[src/rtl/keystone_frame_sequencer.sv]
// Frame-level sequencer for the keystone datapath: pixel tracking, SOF-aligned coefficient shadowing, soft reset.
// Define KEYSTONE_SEQ_STATS_EN to add the saturating frame_count / err_count outputs.
module keystone_frame_sequencer #(
    parameter int FRAME_WIDTH        = 1920,
    parameter int FRAME_HEIGHT       = 1080,
    parameter int COORD_W            = 12,
    parameter int DP_RESET_CYCLES    = 4,
    parameter int C_S_AXI_DATA_WIDTH = 32
) (
    input  logic                            aclk,
    input  logic                            aresetn,
    input  logic                            aclken,
    input  logic                            sw_reset,
    input  logic                            enable_keystone,
    input  logic [8*C_S_AXI_DATA_WIDTH-1:0] cfg_h,
    input  logic                            cfg_update,
    input  logic                            s_tvalid,
    input  logic                            s_tready,
    input  logic                            s_tuser,
    input  logic                            s_tlast,
    output logic [8*C_S_AXI_DATA_WIDTH-1:0] h_active,
    output logic                            keystone_active,
    output logic                            dp_reset_n,
    output logic [COORD_W-1:0]              cur_x,
    output logic [COORD_W-1:0]              cur_y,
    output logic                            in_frame,
    output logic                            frame_done,
    output logic                            err_sof,
    output logic                            err_early_eol,
    output logic                            err_late_eol
`ifdef KEYSTONE_SEQ_STATS_EN
    ,
    output logic [15:0]                     frame_count,
    output logic [15:0]                     err_count
`endif
);

    localparam int HW    = 8 * C_S_AXI_DATA_WIDTH;
    localparam int CNT_W = $clog2(DP_RESET_CYCLES) + 1;

    localparam logic [1:0] RESET_DP = 2'd0;
    localparam logic [1:0] WAIT_SOF = 2'd1;
    localparam logic [1:0] ACTIVE   = 2'd2;

    localparam logic [C_S_AXI_DATA_WIDTH-1:0] H_ONE  = C_S_AXI_DATA_WIDTH'(32'h0100_0000);
    localparam logic [C_S_AXI_DATA_WIDTH-1:0] H_ZERO = '0;
    // Identity homography: only H11 and H22 are non-zero.
    localparam logic [HW-1:0] H_IDENTITY = {H_ZERO, H_ZERO, H_ZERO, H_ONE, H_ZERO, H_ZERO, H_ZERO, H_ONE};

    localparam logic [CNT_W-1:0]   CNT_LAST = CNT_W'(DP_RESET_CYCLES - 1);
    localparam logic [COORD_W-1:0] X_LAST   = COORD_W'(FRAME_WIDTH - 1);
    localparam logic [COORD_W-1:0] Y_LAST   = COORD_W'(FRAME_HEIGHT - 1);

    logic [1:0]         state;
    logic [CNT_W-1:0]   rst_cnt;
    logic [HW-1:0]      shadow_h;
    logic               shadow_en;
    logic               pending;

    logic               beat, sof_beat, take, x_last, y_last, apply;
    logic               ev_done, ev_early, ev_late, ev_sof_err;
    logic [COORD_W-1:0] px, py, nx, ny;

    assign in_frame = (state == ACTIVE);

    // An SOF beat is evaluated as pixel (0,0), so SOF+EOL and restart cases fall out of the pixel rules.
    always_comb begin
        beat       = s_tvalid & s_tready & aclken & ~sw_reset;
        sof_beat   = beat & s_tuser & ((state == WAIT_SOF) | (state == ACTIVE));
        take       = sof_beat | (beat & (state == ACTIVE));
        px         = sof_beat ? '0 : cur_x;
        py         = sof_beat ? '0 : cur_y;
        x_last     = (px == X_LAST);
        y_last     = (py == Y_LAST);
        ev_done    = take & y_last & (x_last | s_tlast);
        ev_early   = take & s_tlast & ~x_last;
        ev_late    = take & x_last & ~s_tlast;
        ev_sof_err = sof_beat & (state == ACTIVE);
        apply      = sof_beat & pending;
        nx         = px + 1'b1;
        ny         = py;
        if (ev_done) begin
            nx = '0;
            ny = '0;
        end else if (x_last | s_tlast) begin
            nx = '0;
            ny = py + 1'b1;
        end
    end

    always_ff @(posedge aclk) begin
        if (!aresetn) begin
            state           <= RESET_DP;
            rst_cnt         <= '0;
            dp_reset_n      <= 1'b0;
            cur_x           <= '0;
            cur_y           <= '0;
            h_active        <= H_IDENTITY;
            keystone_active <= 1'b0;
            shadow_h        <= H_IDENTITY;
            shadow_en       <= 1'b0;
            pending         <= 1'b0;
            frame_done      <= 1'b0;
            err_sof         <= 1'b0;
            err_early_eol   <= 1'b0;
            err_late_eol    <= 1'b0;
        end else begin
            frame_done    <= ev_done;
            err_sof       <= ev_sof_err;
            err_early_eol <= ev_early;
            err_late_eol  <= ev_late;
            if (aclken) begin
                if (sw_reset) begin
                    state      <= RESET_DP;
                    rst_cnt    <= '0;
                    dp_reset_n <= 1'b0;
                    cur_x      <= '0;
                    cur_y      <= '0;
                end else begin
                    case (state)
                        RESET_DP: begin
                            if (rst_cnt == CNT_LAST) begin
                                state      <= WAIT_SOF;
                                rst_cnt    <= '0;
                                dp_reset_n <= 1'b1;
                            end else begin
                                rst_cnt <= rst_cnt + 1'b1;
                            end
                        end
                        WAIT_SOF, ACTIVE: begin
                            if (take) begin
                                state <= ev_done ? WAIT_SOF : ACTIVE;
                                cur_x <= nx;
                                cur_y <= ny;
                            end
                        end
                        default: begin
                            state      <= RESET_DP;
                            dp_reset_n <= 1'b0;
                        end
                    endcase
                end
                if ((state == RESET_DP) || apply) begin
                    h_active        <= shadow_h;
                    keystone_active <= shadow_en;
                end
                // A write in the same cycle as the apply stays pending for the next SOF.
                if (cfg_update) begin
                    shadow_h  <= cfg_h;
                    shadow_en <= enable_keystone;
                    pending   <= 1'b1;
                end else if ((state == RESET_DP) || apply) begin
                    pending <= 1'b0;
                end
            end
        end
    end

`ifdef KEYSTONE_SEQ_STATS_EN
    always_ff @(posedge aclk) begin
        if (!aresetn) begin
            frame_count <= '0;
            err_count   <= '0;
        end else if (aclken) begin
            if (sw_reset) begin
                frame_count <= '0;
                err_count   <= '0;
            end else begin
                if (ev_done && (frame_count != 16'hFFFF))
                    frame_count <= frame_count + 16'd1;
                if ((ev_early | ev_late | ev_sof_err) && (err_count != 16'hFFFF))
                    err_count <= err_count + 16'd1;
            end
        end
    end
`endif

endmodule
[config.mk]
export PLATFORM = sky130hd
export DESIGN_NAME = keystone_frame_sequencer
export DESIGN_NICKNAME = d
export VERILOG_FILES = /design/src/rtl/keystone_frame_sequencer.sv
export SDC_FILE = /design/constraint.sdc
export NUM_CORES = 1
export LEC_CHECK = 0
export CORE_AREA = 2 2 216 218
export DETAILED_ROUTE_END_ITERATION = 10
export DIE_AREA = 0 0 218 220
export PLACE_DENSITY = 0.76
export SYNTH_ARGS = -nofsm -noshare
export SYNTH_HDL_FRONTEND = slang
export SYNTH_SLANG_ARGS = --single-unit
[constraint.sdc]
create_clock -name aclk -period 4.46 [get_ports aclk]
set_input_delay 0.669 -clock aclk [delete_from_list [all_inputs] [get_ports aclk]]
set_output_delay 0.669 -clock aclk [all_outputs]
set_load 0.02 [all_outputs]
==> impl_results.md <==
* Outcome: completed
* Max clock buf depth at 3
* Internal at between 8 and 9 mW
* Die Height at 220 um
* DR DRC count at 0
* Num Clock Sinks at ~550
* WL/cell at between 15 and 20 um
* Gate power share at 0.093
* Slew Limit Fails at 0
* Core Area at roughly 46000 um^2
* Total global-route track usage at 0.239
* Fmax at around 300 MHz
* Clk Latency, worst-skew pair at ~0.61 ns
* Ys async rst share at 0
* Largest cells by area after synthesis: dfxtp_1 (53%), nand2_1 (19%), a21boi_0 (10%), a21boi_1 (8.2%), clkbuf_1 (2.3%)
* Hpwl dp at 39500 um
* Switching Share at 0.234
* #FFs+latches synth at between 500 and 600
* Endpoints failing setup at 0
* Synth top area share at 0.528
* First-pass GRT wire length at around 92000 um
* CTS tree: built
* TNS Setup at 0 ns
* Max Cap Viol at 0
* Crit path DAT at between 3 and 4 ns
* Rows at 79
* Core Util, Final at 0.623
* Clk slew on worst S/H paths at ~0.060 ns
* Layout cells sized above 1 at 0.0420
* GRT overflow at 0
* Vias in the first global route at roughly 17000
* CTS H-tree depth at 2
* Synthesis Warnings at 0
* Die area at 48000 um^2
* Via count at 18300
* Initial Util at 0.454
* Maximum number of pins on one net before global-route repair at 249
* Maximum fanout along the worst path at 9
* Syn Nets at around 2800
* Crit Path Class: flop to flop
* CTS root buf: clkbuf_16
* Synthesized area at approximately 21000 um^2
* Max Clock Skew at around 0.017 ns
* Setup Fix Bufs, Post-CTS at 0
* RSZ-0062 raised after global routing: false
* CTS Hold Buffers Added at 0
* Initial DRC count at approximately 1200
* GPL Wtd Cong at around 0.88
* Routed WL at around 60000 um
* Synth area leader: dfxtp_1
* R2R setup slack at about 1.2 ns
* Net Sw Power at around 2.6 mW
* Antenna Nets Post-Route at 0
* Worst ir drop on vdd at approximately 0.32 mV
* Sequential-to-total area share from yosys stat at 0.528
* Worst Reg2Reg Path Length in Cells at 12
* Power Total at 11.0 mW
* Hold Path Class: flop to flop
* Min Tclk post-route at between 3 and 4 ns
* Fin. Hold Viols at 0
* Chip width at ~220 um
* Sequential power share at 0.467
* Cts repair resizes at 0
* Required time worst endpoint at between 4 and 5 ns
* Synth unique cells at 60
* Gate Count Post-Synth at roughly 2500
* LEAKAGE at just over 10 nW
* # port buffers at 552
* Clk network pwr share at 0.439
* Slew @ Worst Pin at 0.830 ns
* Area growth syn-to-layout at 37.4%
* Drt pass-1 iters at 7
* Hold Path Cell Cnt at 2
* Worst rel slew slack at 0.447
* Power Density at 386 nW/um^2
* Nets@finish at ~3200
* CP Launch Type: flop
* Io pins at around 550
* Antenna violations before repair at 8
* Average footprint of a synthesized cell at around 8.4 um^2
* Final period utilization at 0.737
* Post-synth EDFFs at 0
* Drt via density at slightly above 5
* Top_reg_cell synth: dfxtp_1
* CP endpoint kind: flop
* Total CTS buffers at 56
-- worst max-delay path, cell delays in order (launching register included) --
cell      delay (ns)
dfxtp_1         0.36
inv_1           0.08
ha_1            0.42
and2_1          0.26
nand2_1         0.11
and2_1          0.15
ha_1            0.21
and3_1          0.25
o211ai_2        0.18
o31ai_1         0.62
and2_1          0.25
o21ai_1         0.06
a22o_1          0.22
-- cell families after synthesis --
group	share of synthesized area
compound gates	0.210
xor+xnor	0.00126
fa+ha+maj	0.00361
buf+inv	0.0379
flops	0.528
mux	0.000481
simple gates	0.218
-- cell usage in the layout (no fill, tap or decap), types with 4 or more instances in the layout --
cell	netlist	routed
a21boi_0	285	285
a21boi_1	228	228
a21o_1	6	6
a21oi_1	8	8
a31oi_1	5	5
and2_1	11	10
and3_1	6	6
buf_12	0	13
buf_4	2	4
bufinv_16	0	5
clkbuf_1	125	15
clkbuf_16	0	57
clkbuf_8	0	15
clkdlybuf4s50_1	0	551
clkinv_2	0	6
dfxtp_1	549	549
ha_1	6	6
inv_1	9	9
inv_6	0	4
nand2_1	1054	1053
nand3_1	18	18
nand4_1	5	5
nor2_1	13	13
nor2b_1	5	5
nor3_1	4	4
o211ai_1	4	4
o21ai_0	14	14
o21ai_1	13	12
o31ai_1	6	6
-- final timing paths --
check	startpoint	to
min reg2reg	rst_cnt[2]	rst_cnt[2]
min	rst_cnt[2]	rst_cnt[2]
max	state[0]	cur_y[8]
max reg2reg	state[0]	cur_y[8]
-- per-layer routing --
layer,vias up,routed length [um],GRT usage
li1,8967,-,-
met1,8602,24400,0.285
met2,597,28300,0.402
met3,138,5170,0.0741
met4,10,2050,0.0927
met5,-,70,0
-- power groups by stage --
stage                     sequential (mW)  clock (mW)  combinational (mW)
after floorplan                      5.32           0               0.456
after global placement               5.25           0                1.02
after detailed placement             5.26           0                1.03
after CTS                            5.16        4.96                1.04
after global routing                 5.17        5.14                1.12
final                                5.16        4.85                1.03
-- cell type report --
type                       instances  area, um^2
fill                            3862       17300
sequential                       549       11000
multi-input combinational       1744        9060
timing repair buffer             569        5820
clock buffer                      87        1690
tap                              607         759
clock inverter                    18         239
inverter                           9        33.8
antenna                            2        5.00
-- state kept, by name (all words and copies together) (netlist names) --
signal / cells
pending: 1
err_early_eol: 1
err_late_eol: 1
keystone_active: 1
shadow_h: 256
shadow_en: 1
frame_done: 1
rst_cnt: 3
err_sof: 1
cur_x: 12
state: 2
h_active: 256
dp_reset_n: 1
cur_y: 12
-- synthesized netlist by cell type (all sizes together), types with 2 or more instances --
cell	count
o21ai	29
nor3b	3
and4	2
nand4	6
dfxtp	549
nor3	6
or3	3
o211ai	5
buf	57
ha	6
and2	11
a22o	2
nor2	14
o31ai	6
nor4b	2
a21oi	9
nand2	1054
xor2	3
nand3b	3
nand3	18
o21a	2
nor2b	5
inv	9
and3	6
a211oi	4
a21o	6
a32o	2
clkbuf	125
a21boi	513
a31oi	5
nand4b	3
nor4	2
-- stage by stage --
| stage | worst slack, ns | std cells | area (um^2) | hold slack, ns |
|---|---|---|---|---|
| after floorplan | 1.37 | 2484 | 20800 | 0.409 |
| after global placement | 0.746 | 3478 | 26700 | 0.416 |
| after detailed placement | 0.686 | 3478 | 26700 | 0.430 |
| after CTS | 1.18 | 3583 | 28600 | 0.437 |
| after global routing | 0.824 | 3585 | 28600 | 0.448 |
| final | 1.17 | 3585 | 28600 | 0.433 |
No activity file was read; power rests on OpenSTA's default activity.
